===== src/rtl/weight_sort_stream.sv =====
// weight_sort_stream: streams weight-buffer words as byte-replicated beats; optional WEIGHT_SORT_FLUSH_EN adds a flush port
module weight_sort_stream #(
  parameter int BUF_W  = 32,
  parameter int MODE_W = 2
) (
  input  logic              clk,
  input  logic              reset,
`ifdef WEIGHT_SORT_FLUSH_EN
  input  logic              flush,
`endif
  input  logic [MODE_W-1:0] input_bitwidth,
  input  logic              in_valid,
  output logic              in_ready,
  input  logic [BUF_W-1:0]  buffer,
  output logic              out_valid,
  input  logic              out_ready,
  output logic [BUF_W-1:0]  sorted_data,
  output logic              out_last
);
  localparam int N = BUF_W / 8;
  logic [N-1:0][7:0] word_q;
  logic              full;
  logic [1:0]        phase;
  logic [MODE_W-1:0] mode_q;
  logic [1:0]        last_phase;
  logic              in_fire;
  logic              out_fire;
  assign last_phase = mode_q == '0 ? 2'd0 : mode_q == MODE_W'(1) ? 2'd1 : 2'd3;
  assign out_valid  = full;
  assign out_last   = full & (phase == last_phase);
`ifdef WEIGHT_SORT_FLUSH_EN
  assign in_ready   = !flush & (!full | (out_ready & out_last));
`else
  assign in_ready   = !full | (out_ready & out_last);
`endif
  assign in_fire    = in_valid & in_ready;
  assign out_fire   = out_valid & out_ready;
  // each output lane j takes byte phase*(N/R) + j/R of the held word
  always_comb begin
    sorted_data = '0;
    for (int j = 0; j < N; j++)
      sorted_data[8*j +: 8] = mode_q == '0          ? word_q[j] :
                              mode_q == MODE_W'(1)  ? word_q[int'(phase[0]) * (N/2) + j/2] :
                                                      word_q[int'(phase) * (N/4) + j/4];
  end
  // word/phase sequencing: load on input fire, advance or retire on output fire
  always_ff @(posedge clk) begin
    if (reset) begin
      word_q <= '0;
      full   <= 1'b0;
      phase  <= 2'd0;
      mode_q <= '0;
    end
`ifdef WEIGHT_SORT_FLUSH_EN
    else if (flush) begin
      word_q <= '0;
      full   <= 1'b0;
      phase  <= 2'd0;
    end
`endif
    else if (in_fire) begin
      word_q <= buffer;
      mode_q <= input_bitwidth;
      phase  <= 2'd0;
      full   <= 1'b1;
    end else if (out_fire) begin
      if (out_last) begin
        word_q <= '0;
        full   <= 1'b0;
        phase  <= 2'd0;
      end else begin
        phase  <= phase + 2'd1;
      end
    end
  end
endmodule


===== config.mk =====
export PLATFORM = sky130hd
export DESIGN_NAME = weight_sort_stream
export DESIGN_NICKNAME = d
export VERILOG_FILES = /design/src/rtl/weight_sort_stream.sv
export SDC_FILE = /design/constraint.sdc
export NUM_CORES = 1
export LEC_CHECK = 0
export ABC_AREA = 0
export ABC_CLOCK_PERIOD_IN_PS = 3200
export CORE_ASPECT_RATIO = 1.75
export CORE_MARGIN = 3
export CORE_UTILIZATION = 40
export CTS_CLUSTER_DIAMETER = 50
export DETAILED_ROUTE_END_ITERATION = 8
export PLACE_DENSITY = 0.67
export REMOVE_ABC_BUFFERS = 1
export SETUP_SLACK_MARGIN = 0.1
export SLEW_MARGIN = 10
export SYNTH_ARGS = -nofsm -noshare
export SYNTH_HDL_FRONTEND = slang
export SYNTH_SLANG_ARGS = --single-unit

===== constraint.sdc =====
create_clock -name clk -period 3.2 [get_ports clk]
set_input_delay 0.32 -clock clk [delete_from_list [all_inputs] [get_ports clk]]
set_output_delay 0.32 -clock clk [all_outputs]
set_load 0.02 [all_outputs]

# After elaboration in Yosys (flattened, before gate mapping)
# Cells that the tools add are included.
# Widths: inputs -> output; s select.
# word_totals
inputBits	38
elab_cells	47
out_inout_bits	35
regBits	37
# classes
magnitude_cmp	3
n_mux	22
addsub	2
bitwise	5
n_eq_ne	2
n_reduce_logical	6
# ops
cell	n
$mux 32	3
$mux 8	11
$bmux 8 s2	2
$lt 2x3->1 const B	2
$mux 2	3
$and 1x1->1	4
$reduce_bool 2->1	2
$add 2x1->3 const B	1
$lt 3x3->1 const B	1
$mux 1	3
$add 2x1->2 const B	1
$eq 2x1->1 const B	1
$eq 2x2->1	1
$logic_not 2->1	1
$reduce_and 2->1	1
$reduce_or 2->1	1
$logic_not 1->1	1
$or 1x1->1	1

# Logic depth before layout (Yosys ltp)
# Gate-level depths: netlist of run 1.
# logic_depth
ltp_word	10
mapped_depth	6
mapped_depth_nobuf	5

# Least setup slack after synthesis of run 1
# OpenSTA, ideal clock, no wires.
# synth_path
kind	reg2out
start	reg phase[0]
end	out sorted_data[13]
path_stages_with_launch	7
arrival_time_ps	1683
t_required_ps	2880
n_path_buf	2
path_slack_ps	1197
path_cell_list	dfxtp_1 > buf_2 > buf_2 > nand2_1 > a32oi_1 > nand2_1 > o21ai_0
# synth_via
elab_chain_cells	4
word_cells_on_any_way	6
classes_between	mux: 6
# synth_lines
item	line	rtl
start, declared	23	logic [1:0] phase;
start signal, assigned	72	phase <= phase + 2'd1;
$bmux 8 s2 or $mux 8 (tied branches)	44, 43	
$mux 8, on equally long branches	44, 43	
$mux 8 *	43	mode_q == MODE_W'(1) ? word_q[int'(phase[0]) * (N/2) + j/2] :
$mux 8 *	42	sorted_data[8*j +: 8] = mode_q == '0 ? word_q[j] :
end, declared	17	output logic [BUF_W-1:0] sorted_data,
# Mark *: on every way between the ends. The rest lies on a longest branch, timed or not. The select of a mux whose other input is x is not followed.

# Worst setup path in the final report of run 1
# layout_path
start	reg mode_q[1]
end	out sorted_data[1]
# layout_via
elab_chain_cells	3
word_cells_on_any_way	4
classes_between	eq/ne: 1; mux: 2; reduce/logical: 1
# layout_lines
item	line	rtl
start, declared	24	logic [MODE_W-1:0] mode_q;
start signal, assigned	63	mode_q <= input_bitwidth;
$eq 2x1->1	43	
$mux 8	43	
$mux 8 *	42	
# Mark *: on every way between the ends. The rest lies on a longest branch, timed or not.

==> results of run 1 <==
[cells in the final DEF (no fill, tap or decap), drive strengths merged, types with 5 or more instances in the layout]
master	instances
nand2	31
clkbuf	5
nor2	35
buf	6
inv	5
a21oi	42
clkdlybuf4s50	72
nand3	37
mux2i	14
mux2	11
o21ai	63
dfxtp	37
[worst max path at each step]
stage / from / to / cells past startpoint
detailed placement: phase[0]$_SDFFE_PP0P_ / sorted_data[29] / 5
CTS: phase[0]$_SDFFE_PP0P_ / sorted_data[29] / 5
finish: mode_q[1]$_SDFFE_PP0P_ / sorted_data[1] / 5
global placement: phase[0]$_SDFFE_PP0P_ / sorted_data[21] / 5
floorplan: phase[0]$_SDFFE_PP0P_ / phase[1]$_SDFFE_PP0P_ / 4
global route: mode_q[1]$_SDFFE_PP0P_ / sorted_data[11] / 5
[metal layers]
| layer | vias to the layer above | global-route usage (%) | wire length (µm) |
|---|---|---|---|
| li1 | 1275 | - | - |
| met1 | 1240 | 24.30 | 2860 |
| met2 | 65 | 38.29 | 3798 |
| met3 | 14 | 3.040 | 233 |
| met4 | 0 | 10.05 | 189 |
| met5 | - | 0 | 0 |
[flip-flops by register name, indices dropped and copies added (netlist names)]
name       cells
phase          2
word_q        32
mode_q         2
out_valid      1
[what timing repair did]
| action | CTS | global route |
|---|---|---|
| gates resized for setup | 0 | 1 |
| setup endpoints to repair | 0 | 10 |
| setup buffers | 0 | 0 |
[power groups by stage]
| stage | combinational [mW] | sequential (mW) | clock, mW |
|---|---|---|---|
| final | 0.473 | 0.530 | 0.305 |
| after global routing | 0.513 | 0.535 | 0.336 |
| after detailed placement | 0.475 | 0.539 | 0 |
| after floorplan | 0.244 | 0.528 | 0 |
| after global placement | 0.472 | 0.538 | 0 |
| after CTS | 0.478 | 0.529 | 0.314 |
[worst max-delay path, cell delays in order (launching register included)]
cell and delay [ns]:
dfxtp_1 0.59, inv_1 0.18, nand2_1 0.38, nand2_1 0.17
o21ai_0 0.24, clkdlybuf4s50_1 0.64
[per-stage QoR]
stage	utilization [%]	area, µm²
after CTS	56.21	3139
after global placement	54.88	3065
after floorplan	-	2203
final	56.25	3142
after detailed placement	54.88	3065
after global routing	56.25	3142
[cells by family (layout without fill, tap and decap cells)]
logic type | Yosys count | after routing | share of synthesized area [%]
DFF | 37 | 37 | 31.81
xor gates and xnor gates | 1 | 1 | 0.3762
buffers and inverters | 33 | 89 | 6.179
and+or+nand+nor | 113 | 113 | 21.39
muxes | 26 | 26 | 12.31
AOI/OAI and AO/OA | 119 | 119 | 27.94
[layout make-up]
class	instances	area, µm²
inverters	5	18.77
well taps	76	95.09
flip-flops and latches	37	744.5
multi-input cells	259	1444
repair buffers	78	765.7
fillers	585	2444
clock inverters	1	5.005
clock buffers	5	68.82
==> summary.md, run 1 <==
| Metric | Value |
|---|---|
| Critical path class | `reg2out` |
| Hold Crit Depth | `2` |
| EDFF count, synth | `0` |
| CP required | `2.88 ns` |
| Clock skew | `0.004941 ns` |
| Synth top cells by count | `o21ai_0 (63), a21oi_1 (42), dfxtp_1 (37), nand3_1 (37), nor2_1 (35)` |
| DRT Pass-1 Iters | `4` |
| Post-synth top area cell | `dfxtp_1` |
| Row cnt | `36` |
| Vias/cell | `5.627` |
| Peak VDD IR | `0.0002434 V` |
| CTS H-tree depth | `2` |
| R2r setup slk | `1.14 ns` |
| Gpl congestion | `0.7981` |
| Power Total | `1.307 mW` |
| Syn Area/Cell | `7.077 µm²` |
| Total die area | `6809 µm²` |
| Synth top area share | `31.81%` |
| Chip Width | `63.68 µm` |
| Mapped Area | `2328 µm²` |
| First-pass GRT wire length | `11.66 mm` |
| FFs w/ async S/R, synth | `0%` |
| PortBufs | `72` |
| Leakage power | `1.107 nW` |
| Psw | `0.4507 mW` |
| Outcome | `finished clean` |
| Internal power | `0.8560 mW` |
| Vias in the first global route | `2476` |
| Distinct cells, synth | `32` |
| Final Routed Wirelength | `7.081 mm` |
| Dpl cells | `455` |
| Largest cells by area after synthesis | `dfxtp_1 (32%), o21ai_0 (14%), a21oi_1 (9.0%)` |
| Top FF cell, synth | `dfxtp_1` |
| Wire per inst | `15.36 µm` |
| Power Dens Cells | `415.9 nW/µm²` |
| Critical path capture point type | `primary output` |
| Antenna Nets Post-Route | `0` |
| Flop pwr share | `40.5%` |
| Vias | `2594` |
| Clock network power share | `23.3%` |
| Diode count | `0` |
| Total track usage | `21.31%` |
| Setup violators final | `0` |
| Relative slew slack | `58.40%` |
| Crit path time final | `2.815 ns` |
| Seq/Total Area, Yosys | `31.81%` |
| Initial Utilization | `41.69%` |
| Total global routing overflow | `0` |
| Fmax | `0.3553 GHz` |
| Layout cells sized above 1 | `7.273%` |
| Worst min path class | `reg2reg` |
| Most frequent cell after synthesis | `o21ai_0` |
| Startpoint Class | `register` |
| Nets | `424` |
| Hold slack | `0.4970 ns` |
| # IOs | `73` |
| Sw Share | `34.49%` |
| Yosys Warn Count | `0` |
| Max Cap Viol | `0` |
| Fin worst setup slack | `0.3852 ns` |
| DR iter-0 viols | `131` |
| Worst-Margin Slew | `0.6221 ns` |
| Worst r2r src | `phase[0]$_SDFFE_PP0P_` |
| Tcrit/Tclk final | `87.96%` |
| TritonCTS clock tree | `done` |
| Cell depth of the worst flop-to-flop path | `5` |
| Synth Instances | `329` |
| Area Overhead vs Synth | `34.93%` |
| Clock transition at path regs | `0.07 ns` |
| Worst EP arrival | `2.49 ns` |
| Critical Path Fanout Max | `13` |
| Beginning of the worst hold path | `word_q[0]$_SDFFE_PP0P_` |
| Final slew viol count | `0` |
| Number of remaining DRC errors | `0` |
| Total negative slack | `0 ns` |
| Hold-fix buffers, CTS | `0` |
| CTS sink cnt | `37` |
| Comb pwr share | `36.2%` |
| Unrepaired setup endpoints after global routing | `no` |
| Clk root buf | `clkbuf_8` |
| Initial antenna violation count | `0` |
| Non-filler cells, final | `461` |
| Later-pin clock latency in the skew report | `0.29 ns` |
| Die Y | `106.9 µm` |
| Max clock buf depth | `2` |
| Largest net degree at the start of global routing | `41` |
| RR Endpoint | `phase[1]$_SDFFE_PP0P_` |
| Yosys reg bits | `37` |
| Post-placement setup slack | `0.5845 ns` |
| Final hold vios | `0` |
| Dpl hpwl | `4.785 mm` |
| CTS Buf Count | `5` |
| Hold EP | `word_q[0]$_SDFFE_PP0P_` |
| Core area | `5585 µm²` |
Power figures use the tool's default switching activity.
==> run 2: changes to the inputs <==
Settings changed: SKIP_CTS_REPAIR_TIMING from default to 1.
==> results of run 2 <==
No change in the layout: final DEF, timing and power equal those of run 1.
